## config.mk

```make
export PLATFORM = sky130hd
export DESIGN_NAME = deagg_arbiter
export DESIGN_NICKNAME = d
export VERILOG_FILES = /design/src/rtl/deagg_arbiter.sv
export SDC_FILE = /design/constraint.sdc
export NUM_CORES = 1
export LEC_CHECK = 0
export BUFFER_PORTS_ARGS = -buffer_cell sky130_fd_sc_hd__buf_2
export CAP_MARGIN = 20
export CORE_ASPECT_RATIO = 0.7
export CORE_MARGIN = 2
export CORE_UTILIZATION = 51
export CTS_BUF_LIST = sky130_fd_sc_hd__clkbuf_4
export CTS_CLUSTER_DIAMETER = 60
export CTS_CLUSTER_SIZE = 24
export DETAILED_ROUTE_END_ITERATION = 6
export PLACE_DENSITY = 0.83
export SLEW_MARGIN = 20
export SYNTH_ARGS = -nofsm -noshare
export SYNTH_HDL_FRONTEND = slang
export SYNTH_SLANG_ARGS = --single-unit
```

## constraint.sdc

```tcl
create_clock -name clk -period 2.65 [get_ports clk]
set_clock_uncertainty 0.15 [all_clocks]
set_input_delay 0.53 -clock clk [delete_from_list [all_inputs] [get_ports clk]]
set_output_delay 0.53 -clock clk [all_outputs]
set_load 0.03 [all_outputs]
```

## src/rtl/deagg_arbiter.sv

```systemverilog
// deagg_arbiter: round-robin share of one narrow receiver FIFO between
// NUM_SENDERS wide-word sender FIFOs. Each grant pops one whole word, which is
// replayed as FETCH_WIDTH narrow beats (slice 0 first), each tagged with the
// index of the sender it came from.
//
// Handshakes: a sender offers a word while sender_empty_n[s]=1 and loses it
// on the clock edge that ends a cycle in which sender_deq[s]=1. The receiver
// takes a beat on every edge that ends a cycle in which receiver_enq=1. That
// is exactly the SEND cycles with receiver_full_n=1. While receiver_full_n=0,
// the offered beat (data, src, last) is held unchanged.
module deagg_arbiter #(
   parameter  int DATA_WIDTH  = 11,
   parameter  int FETCH_WIDTH = 4,
   parameter  int NUM_SENDERS = 2,
   localparam int SRC_W       = (NUM_SENDERS > 1) ? $clog2(NUM_SENDERS) : 1
) (
   input  logic                                        clk,
   input  logic                                        rst,
   input  logic                                        enable,
   input  logic [NUM_SENDERS*FETCH_WIDTH*DATA_WIDTH-1:0] sender_data,
   input  logic [NUM_SENDERS-1:0]                      sender_empty_n,
   output logic [NUM_SENDERS-1:0]                      sender_deq,
   output logic [DATA_WIDTH-1:0]                       receiver_data,
   output logic [SRC_W-1:0]                            receiver_src,
   output logic                                        receiver_last,
   input  logic                                        receiver_full_n,
   output logic                                        receiver_enq,
   output logic                                        busy
);

   localparam int WORD_W = FETCH_WIDTH * DATA_WIDTH;
   localparam int IDX_W  = $clog2(FETCH_WIDTH);

   typedef enum logic {
      S_IDLE = 1'b0,
      S_SEND = 1'b1
   } state_t;

   state_t            r_state;
   logic [IDX_W-1:0]  r_idx;
   logic [WORD_W-1:0] r_word;
   logic [SRC_W-1:0]  r_src;
   logic [SRC_W-1:0]  r_last_grant;

   logic              w_found;
   logic [SRC_W-1:0]  w_gnt;
   logic [WORD_W-1:0] w_sel_word;
   logic [DATA_WIDTH-1:0] w_data;
   logic              w_last;
   logic              w_enq;
   logic              w_boundary;
   logic              w_grant;

   // Round-robin pick: first pass looks above last_grant, second pass wraps to
   // the lowest index, which together give the order last_grant+1, +2, ...
   always_comb begin
      w_found = 1'b0;
      w_gnt   = '0;
      for (int s = 0; s < NUM_SENDERS; s++) begin
         if (!w_found && sender_empty_n[s] && (SRC_W'(s) > r_last_grant)) begin
            w_found = 1'b1;
            w_gnt   = SRC_W'(s);
         end
      end
      for (int s = 0; s < NUM_SENDERS; s++) begin
         if (!w_found && sender_empty_n[s]) begin
            w_found = 1'b1;
            w_gnt   = SRC_W'(s);
         end
      end
   end

   // Select the winning sender's wide word for loading into the word register.
   always_comb begin
      w_sel_word = '0;
      for (int s = 0; s < NUM_SENDERS; s++) begin
         if (w_gnt == SRC_W'(s)) begin
            w_sel_word = sender_data[s*WORD_W +: WORD_W];
         end
      end
   end

   // Beat mux: slice idx of the latched word.
   always_comb begin
      w_data = '0;
      for (int i = 0; i < FETCH_WIDTH; i++) begin
         if (r_idx == IDX_W'(i)) begin
            w_data = r_word[i*DATA_WIDTH +: DATA_WIDTH];
         end
      end
   end

   // A word boundary is either an idle cycle or the accepted last beat; a grant
   // there lets the next word follow with no bubble.
   always_comb begin
      w_last     = (r_state == S_SEND) && (r_idx == IDX_W'(FETCH_WIDTH - 1));
      w_enq      = (r_state == S_SEND) && receiver_full_n;
      w_boundary = (r_state == S_IDLE) || (w_enq && w_last);
      w_grant    = w_boundary && enable && w_found;
   end

   // One-hot pop of the granted sender; held low while reset is asserted.
   always_comb begin
      sender_deq = '0;
      for (int s = 0; s < NUM_SENDERS; s++) begin
         sender_deq[s] = w_grant && !rst && (w_gnt == SRC_W'(s));
      end
   end

   // Control FSM: latches a word on grant, steps the beat index on each accepted
   // beat, and drops to IDLE after the last beat when no grant follows.
   always_ff @(posedge clk or posedge rst) begin
      if (rst) begin
         r_state      <= S_IDLE;
         r_idx        <= '0;
         r_word       <= '0;
         r_src        <= '0;
         r_last_grant <= SRC_W'(NUM_SENDERS - 1);
      end else if (w_grant) begin
         r_state      <= S_SEND;
         r_idx        <= '0;
         r_word       <= w_sel_word;
         r_src        <= w_gnt;
         r_last_grant <= w_gnt;
      end else if (w_enq) begin
         if (w_last) begin
            r_state <= S_IDLE;
            r_idx   <= '0;
         end else begin
            r_idx <= r_idx + IDX_W'(1);
         end
      end
   end

   assign receiver_data = w_data;
   assign receiver_src  = r_src;
   assign receiver_last = w_last;
   assign receiver_enq  = w_enq;
   assign busy          = (r_state == S_SEND);

endmodule

```

---- After elaboration in Yosys (flattened, before gate mapping) ----
Index checks and enable logic that the tools add are counted.
word-level totals
  bits of input ports ..................... 94
  memory bits (writable) .................. 0
  register bits after elaboration ......... 49
  output and inout bits ................... 17
  bits in latches ......................... 0
  bits in read-only memories .............. 0
  memories kept ........................... 0
cells by class
  $add $sub $neg .......................... 1
  divide/modulo/power cells ............... 0
  bitwise logic cells ..................... 2
  multiply operators ...................... 0
  magnitude comparators ................... 2
  multiplexer cells ....................... 18
  eq/ne operators ......................... 3
  shift-type cells ........................ 0
  reduce and logical (&&, ||, !) cells .... 22
operator list
  kind                                                  count
  two-way mux 11 bit                                    4
  two-way mux 44 bit                                    1
  logical AND 1 bit                                     13
  two-way mux 1 bit                                     10
  two-way mux 2 bit                                     3
  == test 2 bit (second input constant)                 2
  logical NOT 1 bit                                     4
  nonzero test 2 bit                                    2
  adder 2 x 1 -> 2 bit (second input constant)          1
  == test 2 x 1 -> 1 bit (second input constant)        1
  greater-than comparator 1 bit (first input constant)  2
  logical NOT 2 bit                                     1
  inverter 1 bit                                        2
  AND reduction 2 bit                                   1
  logical OR 1 bit                                      1

---- Depth between registers and ports, before layout ----
  depth after elaboration ................. 16
  mapped depth ............................ 7

---- Least setup slack after synthesis ----
No wires, ideal clock.
  path kind ............................... reg-to-output
  start point ............................. reg r_idx[0]
  end point ............................... out receiver_data[1]
  setup slack ............................. 0.041 ns
  path buffers ............................ 1
  arrival time ............................ 1.929 ns
  required time ........................... 1.970 ns
  stages on the path, launching flop included .. 7
  cell sequence ........................... dfrtp_1 inv_1 ha_1 nor2b_1 clkbuf_1 a221oi_1 o31ai_1
on the way
  cells in the longest elaborated chain, start to end .. 5
  elaborated cells on any way between the ends .. 8
  classes of those cells .................. eq/ne (3); mux (4); reduce/logical (1)
ends and longest elaborated chain
  element                           RTL line  RTL
  start, declared                   40        logic [IDX_W-1:0] r_idx;
  start signal, assigned            130       r_idx <= r_idx + IDX_W'(1);
  logical NOT 2 bit                 87        if (r_idx == IDX_W'(i)) begin
  two-way mux 11 bit (3 in series)  87
  two-way mux 11 bit (*)            87
  end, declared                     23        output logic [DATA_WIDTH-1:0] receiver_data,
Every way passes the cells marked *; elsewhere a longest branch is shown, timed or not.

---- Worst setup path after layout ----
  start point ............................. reg r_idx[0]
  end point ............................... out receiver_data[3]
The elaborated chain is that of the path after synthesis.

==> summary.md <==
| Metric | Value |
|---|---|
| First-pass GRT wire length | `10.1 mm` |
| Top post-synthesis cells by area | `dfrtp_1, mux2_1, mux2_2` |
| Routability Congestion | `0.782` |
| Proportion of layout cells with a drive suffix above 1 | `54.9%` |
| Cells after synthesis | `231` |
| Internal power | `0.00233 W` |
| Dpl hpwl | `4.76 mm` |
| Comb pwr share | `56.2%` |
| Number of diodes | `0` |
| Critical path class | `register to primary output` |
| Post-Syn Nets | `329` |
| Final Max Tran Viols | `0` |
| Syn Std Cell Area | `2840 um2` |
| Commonest non-fill, non-tap cell in the layout | `buf_2` |
| Worst Hold Class | `input port to async pin` |
| CTS tree | `built` |
| Antenna violations before repair | `0` |
| Worst path bufs/invs | `3` |
| Root Buffer | `clkbuf_4` |
| # rows | `22` |
| Gr ovfl total | `0` |
| Power per cell area | `1080 nW/um2` |
| Startpoint type of the worst setup path | `register` |
| Leak Pwr | `1.75 nW` |
| Worst EP arrival | `1.92 ns` |
| Largest area contributor in the netlist | `dfrtp_1` |
| Reg2Reg Setup Slack | `0.38 ns` |
| Mean Syn Cell Area | `12.3 um2` |
| DRC viols | `0` |
| Total Negative Setup Slacks | `0 ns` |
| Hold Fails Final Rpt | `0` |
| Status | `complete, no violations` |
| #FFs+latches synth | `49` |
| Relative slew margins | `54.8%` |
| Part of the cycle the worst path needs | `98.3%` |
| Synth warnings | `0` |
| Slew @ Worst Pin | `0.677 ns` |
| R2R Path Start | `r_idx[0]` |
| Vias per inst | `5.36` |
| # port buffers | `110` |
| Starting DRT DRC Count | `105` |
| Global-route usage over all layers | `21.4%` |
| Grt met1 use | `31.0%` |
| Met2 Use GR | `33.0%` |
| Starting Density | `53.4%` |
| Final design instance area without fill | `3650 um2` |
| Die height | `66.4 um` |
| Vias in the first global route | `2079` |
| Num CTS Buffers | `5` |
| Async set-or-reset flop fraction in the synthesized netlist | `100%` |
| Delay-heaviest family, CP | `buffers and inverters` |
| Crit. Startpoint | `r_idx[0]` |
| Switching power | `0.00161 W` |
| Leading cell types in the layout, fill and taps excluded | `buf_2, dfrtp_1, mux2_1` |
| Netlist cell types | `28` |
| Max-cap violations | `0` |
| Area share of the largest cell type after synthesis | `42.3%` |
| # H-tree levels | `2` |
| RR Endpoint | `r_word[28]` |
| CP Cell Sequence | `buf_4, ha_1, buf_4, o31ai_1, buf_4` |
| Final cell count without fillers | `418` |
| Worst r2r path cells | `7` |
| Number of flops mapped to enable cells by yosys | `0` |
| Die W | `93.1 um` |
| Met3 Track Usage GR | `4.10%` |
| Ys flop type | `dfrtp_1` |
| Final #Nets | `443` |
| WL/cell | `15.5 um` |
| Slowest stage delay, CP | `0.45 ns` |
| Tot Pwr | `0.00394 W` |
| Crit path required time | `1.97 ns` |
| Worst-path clk slew | `0.14 ns` |
| Util after Layout | `68.8%` |
| CTS sink count | `49` |
| DRT antenna net count | `0` |
| Critical Path End Type | `primary output` |
| Peak supply drop | `0.589 mV` |
| DRT Pass-1 Iters | `4` |
| Post-Place Cell Area | `3460 um2` |
| Placed cells | `406` |
| Clock network power share | `9.1%` |
| CP most frequent cell | `buf_4` |
| Maximum buffer depth of the clock tree | `2` |
| Crit path max-delay cell type | `dfrtp_1` |
| Die area | `6180 um2` |
| Sequential power share | `34.6%` |
| Hold-fix buffers, CTS | `0` |
| Drt total wl | `6.48 mm` |
| Grt peak-use layer | `met2` |
| Minimum clock period | `2.60 ns` |
| CP max FO | `14` |
| Final setup viols | `0` |
| I/O pins | `111` |
| Core area | `5310 um2` |
| Largest net degree at the start of global routing | `49` |
| Upper clock frequency limit | `0.384 GHz` |
| Unrepaired setup endpoints after global routing | `yes` |
| Register area share after synthesis | `43.3%` |
| Sw Share | `40.9%` |
| P&R area growth vs syn | `28.8%` |
| Via count | `2240` |
| Skew-Pair Late Insertion Delay | `0.36 ns` |
## kinds of logic (layout without fill, tap and decap cells)
logic type,after synthesis,in the layout,synth area share [%]
AOI/OAI and AO/OA,35,35,9.53
adders and majority gates,4,4,1.76
buffers and inverters,24,139,5.29
DFF,49,49,43.3
muxes,89,89,35.1
and+or+nand+nor,30,30,5.07
## power by group through the flow
stage	clock network (W)	logic (W)	registers (W)
finish	0.000360	0.00221	0.00136
global route	0.000409	0.00239	0.00140
CTS	0.000366	0.00209	0.00135
detailed placement	0	0.00198	0.00137
global placement	0	0.00193	0.00135
floorplan	0	0.00148	0.00131
## cell type report
cell class,count,area (um2)
multi-input combinational,158,1530
clock buffer,8,60.1
fill,417,1660
sequential,49,1230
timing repair buffer,124,716
inverter,7,26.3
tap,72,90.1
## timing repair
action,4_1_cts,5_1_grt
setup endpoints to repair,8,11
pin swaps,5,3
resized for setup,9,16
buffers inserted,2,2
## per-stage QoR
stage	worst slack [ns]	hold slack, ns
after floorplan	0.0409	0.315
after global placement	0.341	0.319
after detailed placement	0.262	0.309
after CTS	0.0222	0.140
after global routing	-0.0541	0.176
final	0.0460	0.126
## cells in the mapped netlist (2+ instances only)
cell / count
clkbuf_1: 6
nor2b_1: 9
inv_1: 7
buf_2: 3
o31ai_1: 8
mux2_1: 42
a221oi_1: 8
buf_6: 7
nor2_1: 2
mux2_2: 41
a21boi_1: 2
nand3_1: 2
ha_1: 4
and2_1: 2
nand2_1: 14
o21ai_0: 3
dfrtp_1: 48
a21oi_1: 6
a22o_1: 3
mux2i_1: 6
## sequential cells by signal, summed over array words and instances, names as in the netlist
signal        cells
r_last_grant      1
busy              1
receiver_src      1
r_idx             2
r_word           44
## how the worst max path moves through the flow
| stage | end | depth (start not counted) |
|---|---|---|
| 2_1_floorplan | receiver_data[1] | 6 |
| 3_3_place_gp | receiver_data[4] | 7 |
| 3_5_place_dp | receiver_data[7] | 7 |
| 4_1_cts | receiver_data[7] | 7 |
| 5_1_grt | receiver_data[0] | 7 |
| 6_report | receiver_data[3] | 5 |
## per-layer routing
layer	share of wire [%]	vias up
met1	45	1068
met3	7.3	8
li1	-	1070
met5	0	-
met4	1.0	0
met2	46	94
Power figures use the tool's default switching activity.
